===== config.mk =====
export PLATFORM = sky130hd
export DESIGN_NAME = gpx2_spi_slave
export DESIGN_NICKNAME = d
export VERILOG_FILES = /design/src/rtl/gpx2_spi_slave.sv
export SDC_FILE = /design/constraint.sdc
export NUM_CORES = 1
export LEC_CHECK = 0
export BUFFER_PORTS_ARGS = -buffer_cell sky130_fd_sc_hd__buf_2
export CAP_MARGIN = 20
export CORE_AREA = 2 2 64 66
export DETAILED_ROUTE_END_ITERATION = 8
export DIE_AREA = 0 0 66 68
export MAX_ROUTING_LAYER = met4
export PLACE_DENSITY = 0.81
export SLEW_MARGIN = 20
export SYNTH_ARGS = -nofsm -noshare
export SYNTH_HDL_FRONTEND = slang
export SYNTH_SLANG_ARGS = --single-unit
export TNS_END_PERCENT = 1

===== constraint.sdc =====
create_clock -name i_clk -period 1.6 [get_ports i_clk]
set_input_delay 0.16 -clock i_clk [delete_from_list [all_inputs] [get_ports i_clk]]
set_output_delay 0.16 -clock i_clk [all_outputs]
set_load 0.05 [all_outputs]

===== src/rtl/gpx2_spi_slave.sv =====
// SPI mode-0 slave oversampled on i_clk, with a one-byte transmit holding register.
// Define GPX2_SPI_SLAVE_ABORT_EN to add o_frame_abort (pulses when a frame ends mid-byte).
module gpx2_spi_slave #(
    parameter int unsigned SYNC_STAGES    = 2,
    parameter logic [7:0]  DEFAULT_TXBYTE = 8'hFF
) (
    input  logic       i_clk,
    input  logic       i_rst,
    input  logic       i_spi_csn,
    input  logic       i_spi_dclk,
    input  logic       i_spi_mosi,
    output logic       o_spi_miso,
    input  logic [7:0] i_tx_byte,
    input  logic       i_tx_valid,
    output logic       o_tx_ready,
    output logic       o_rx_valid,
    output logic [7:0] o_rx_byte,
    output logic       o_busy
`ifdef GPX2_SPI_SLAVE_ABORT_EN
    ,
    output logic       o_frame_abort
`endif
);
    typedef enum logic [1:0] {ST_IDLE, ST_LOAD, ST_SHIFT, ST_DONE} state_t;

    logic [SYNC_STAGES-1:0] csn_sync;
    logic [SYNC_STAGES-1:0] dclk_sync;
    logic [SYNC_STAGES-1:0] mosi_sync;
    logic [SYNC_STAGES:0]   flushed;
    logic                   csn_d;
    logic                   dclk_d;
    logic                   csn_s;
    logic                   dclk_s;
    logic                   mosi_s;
    logic                   csn_fall;
    logic                   dclk_rise;
    logic                   dclk_fall;

    state_t     state;
    logic       armed;
    logic [2:0] bit_cnt;
    logic [7:0] tx_shift;
    logic [7:0] rx_shift;
    logic [7:0] hold_byte;
    logic [7:0] next_tx;
    logic       hold_full;
    logic       msb_pending;

    assign csn_s      = csn_sync[SYNC_STAGES-1];
    assign dclk_s     = dclk_sync[SYNC_STAGES-1];
    assign mosi_s     = mosi_sync[SYNC_STAGES-1];
    assign csn_fall   = csn_d & ~csn_s;
    assign dclk_rise  = ~dclk_d & dclk_s;
    assign dclk_fall  = dclk_d & ~dclk_s;
    assign next_tx    = hold_full ? hold_byte : DEFAULT_TXBYTE;
    assign o_tx_ready = ~hold_full;
    assign o_busy     = (state != ST_IDLE);

    // flushed marks when the synchronizers hold real pin samples rather than reset values,
    // so the reset value csn=1 cannot arm the block during a frame already in progress.
    always_ff @(posedge i_clk) begin
        if (i_rst) begin
            csn_sync  <= '1;
            dclk_sync <= '0;
            mosi_sync <= '0;
            csn_d     <= 1'b1;
            dclk_d    <= 1'b0;
            flushed   <= '0;
        end else begin
            csn_sync  <= {csn_sync[SYNC_STAGES-2:0], i_spi_csn};
            dclk_sync <= {dclk_sync[SYNC_STAGES-2:0], i_spi_dclk};
            mosi_sync <= {mosi_sync[SYNC_STAGES-2:0], i_spi_mosi};
            csn_d     <= csn_s;
            dclk_d    <= dclk_s;
            flushed   <= {flushed[SYNC_STAGES-1:0], 1'b1};
        end
    end

    always_ff @(posedge i_clk) begin
        if (i_rst) begin
            state       <= ST_IDLE;
            armed       <= 1'b0;
            bit_cnt     <= '0;
            tx_shift    <= '0;
            rx_shift    <= '0;
            hold_byte   <= '0;
            hold_full   <= 1'b0;
            msb_pending <= 1'b0;
            o_spi_miso  <= 1'b0;
            o_rx_valid  <= 1'b0;
            o_rx_byte   <= '0;
`ifdef GPX2_SPI_SLAVE_ABORT_EN
            o_frame_abort <= 1'b0;
`endif
        end else begin
            o_rx_valid <= 1'b0;
`ifdef GPX2_SPI_SLAVE_ABORT_EN
            o_frame_abort <= 1'b0;
`endif
            if (flushed[SYNC_STAGES] && csn_s)
                armed <= 1'b1;
            if (i_tx_valid && !hold_full) begin
                hold_byte <= i_tx_byte;
                hold_full <= 1'b1;
            end

            case (state)
                ST_IDLE: begin
                    o_spi_miso <= 1'b0;
                    if (csn_fall && armed)
                        state <= ST_LOAD;
                end
                ST_LOAD: begin
                    tx_shift    <= next_tx;
                    o_spi_miso  <= next_tx[7];
                    msb_pending <= 1'b0;
                    if (hold_full)
                        hold_full <= 1'b0;
                    state <= ST_SHIFT;
                end
                ST_SHIFT: begin
                    if (dclk_rise) begin
                        rx_shift <= {rx_shift[6:0], mosi_s};
                        bit_cnt  <= bit_cnt + 3'd1;
                        if (bit_cnt == 3'd7)
                            state <= ST_DONE;
                    end else if (dclk_fall) begin
                        // After a byte boundary the MSB of the freshly loaded byte goes out first.
                        if (msb_pending) begin
                            o_spi_miso  <= tx_shift[7];
                            msb_pending <= 1'b0;
                        end else begin
                            o_spi_miso <= tx_shift[6];
                            tx_shift   <= {tx_shift[6:0], 1'b0};
                        end
                    end
                end
                ST_DONE: begin
                    o_rx_byte   <= rx_shift;
                    o_rx_valid  <= 1'b1;
                    tx_shift    <= next_tx;
                    msb_pending <= 1'b1;
                    if (hold_full)
                        hold_full <= 1'b0;
                    state <= csn_s ? ST_IDLE : ST_SHIFT;
                end
                default: state <= ST_IDLE;
            endcase

            // Deselect overrides everything; a partial byte is simply dropped.
            if (csn_s) begin
                state   <= ST_IDLE;
                bit_cnt <= '0;
                if (state != ST_IDLE)
                    o_spi_miso <= 1'b0;
`ifdef GPX2_SPI_SLAVE_ABORT_EN
                o_frame_abort <= (state != ST_IDLE) && (bit_cnt != 3'd0);
`endif
            end
        end
    end
endmodule

==> results.cfg <==
[clock_tree]
cts_tree = done
post_cts_buffers = 0
clk_path_buf_depth = 2
insertion_delay_ps = 300
ctsResizeCount = 0
clkTransAtPathRegs_ps = 80
cts_buffers = 5
hold_buffers = 0
h-tree-depth = 2
cts.sink_count = 53
cts_root_buf = clkbuf_8

[setup_path]
cpMaxStageDelayCell = dfxtp_1
crit_path_end_kind = output port
crit_type = reg -> out
max_stage_delay_ps = 480
worst-path-buf-inv = 2
crit_fanout = 9
crit_family = flip-flops
critPathArrivalTime_ps = 1230
crit_chain = nor2_1, inv_1, buf_2
crit_required_ps = 1440
worst_setup_path_start_kind = flip-flop

[drt]
viasPerCell = 5.02
wl_met2_um = 1610
drtIter0Drc = 121
wirelength_met1_um = 1610
antenna_left = 0
top_layer_used = met4
drcViolationCount = 0
num_vias = 1482
met3_wirelength_um = 120
wl_per_cell_um = 11.4
wl_um = 3350
first_pass_iters = 4

[floorplan]
row_count = 23
die_h_um = 68
start_util_pct = 51.4
die-area_sq_um = 4490
core-area_sq_um = 3860
fp.dieW_um = 66
ios = 26

[sta]
slew_headroom_pct = 71.6
fmax_ghz = 0.721
fin_crit_sh_pct = 86.7
rsz0062_at_grt = false
holdWs_ps = 43.1
fin_skew_ps = 8.85
worstMarginPinSlew_ps = 423
drv_slew = 0
final_hold_viol_count = 0
setup_violations = 0
fin_setup_tns_ps = 0
min_period_ps = 1390

[yosys]
netlist_instances = 222
synth_top_area_cell = dfxtp_1
synthArstFlopShare_pct = 0
synth_nets = 238
avgSynthCellArea_sq_um = 8.93
synth.area.top_cells = dfxtp_1 54%, nand2_1 10%, a21oi_1 7.3%
synth_warnings = 0
synth_edf_count = 0
synth.top_cell.area_share_pct = 53.5
syn_area_sq_um = 1980
yosysSeqAreaShare_pct = 53.5
synth-seq-cells = 53
synth.distinct_cells = 32
ys.flop_type = dfxtp_1

[outcome]
status = completed

[power_and_ir_drop]
power_mw = 2.16
comb_power_share_pct = 4.7
internal_power_mw = 1.69
powerDensity_nw_per_um2 = 975
power.leakage_nw = 0.824
clkPwrFrac_pct = 32.3
vdd_drop_max_mv = 0.572
p_sw_share_pct = 21.8
switchingPower_mw = 0.471
power_frac_seq_pct = 63.0

[placed_design]
place_area_sq_um = 2130
hpwl_um = 2320
finalWeightedCongestion = 0.805
io_buffer_count = 25

[final_layout]
antenna_cells = 0
area_growth_pct = 11.9
multi_input_area_sq_um = 830
ff_latch_area_sq_um = 1060
nFillCells = 375
final_cell_mix = 53 x nand2_1, 53 x dfxtp_1, 29 x a21oi_1
fin_util_pct = 57.5
fin_nets = 260
fin_area_sq_um = 2220
drive_gt1_share_pct = 17.6

[global_routing]
track_usage_pct = 16.7
grt_pass1_vias = 1284
grt_pass1_wl_um = 5440
antenna_found_initial = 0
grt_overflow = 0
grt_max_degree = 27

[worst_hold_path]
hold_class = in -> reg

[flow_run]
drv_cap = 0
-- registers in the layout, indices dropped and copies added, names as in the netlist --
register / flops
tx_shift: 8
armed: 1
o_rx_valid: 1
dclk_sync: 2
o_rx_byte: 8
rx_shift: 8
bit_cnt: 3
hold_full: 1
state: 2
mosi_sync: 2
hold_byte: 8
flushed: 3
o_spi_miso: 1
csn_sync: 2
csn_d: 1
msb_pending: 1
dclk_d: 1
-- final cells by class --
class / count / share of cell area [%]
Inverter: 5 / 0.846
Tap cell: 50 / 2.82
Clock buffer: 6 / 3.27
Sequential cell: 53 / 47.9
Multi-Input combinational cell: 149 / 37.4
Timing Repair Buffer: 30 / 7.34
Clock inverter: 2 / 0.451
-- cells by family after synthesis --
group / share of synthesized area, %
flip-flops: 53.5
AND/OR/NAND/NOR: 25.2
adder cells (fa/ha/maj): 1.26
AO/OA/AOI/OAI: 14.0
multiplexers: 1.01
XOR/XNOR: 0.442
buffers and inverters: 4.61
-- stage by stage --
step | instances | worst slack (ps)
6_report | 295 | 213
5_1_grt | 295 | 115
4_1_cts | 295 | 197
3_5_place_dp | 287 | 263
3_3_place_gp | 287 | 327
2_1_floorplan | 222 | 343
-- synthesized netlist by cell type, types with 2 or more instances --
library cell / count
dfxtp_1: 53
nand2_1: 53
a21oi_1: 29
nor2_1: 10
nor2b_1: 9
nand3b_1: 7
o21ai_0: 7
or4b_1: 7
o31ai_1: 6
clkbuf_1: 5
inv_1: 5
buf_1: 4
and2_1: 2
buf_2: 2
clkbuf_2: 2
ha_1: 2
mux2i_1: 2
nand2b_1: 2
or2_2: 2
-- power groups by stage --
stage               combinational (mW)  clock [mW]  sequential, mW
finish                           0.102       0.699            1.36
global route                     0.117       0.777            1.37
CTS                              0.104       0.729            1.36
detailed placement               0.103           0            1.39
global placement                 0.102           0            1.39
floorplan                       0.0753           0            1.38
-- worst paths after layout --
path	startpoint	end	slack [ps]	depth (start not counted)
worst max register to register	state[1]	tx_shift[7]	250	3
worst max-delay path	state[1]	o_busy	210	3
worst min-delay path	i_spi_csn	csn_sync[0]	40	2
worst min register to register	csn_sync[0]	csn_sync[1]	410	1
-- layer usage --
layer  GRT usage (%)  vias up
met5               -        -
met4            6.12        0
met3            5.43        2
met2            27.4       25
met1            19.3      667
li1                -      788
Power figures use the tool's default switching activity.
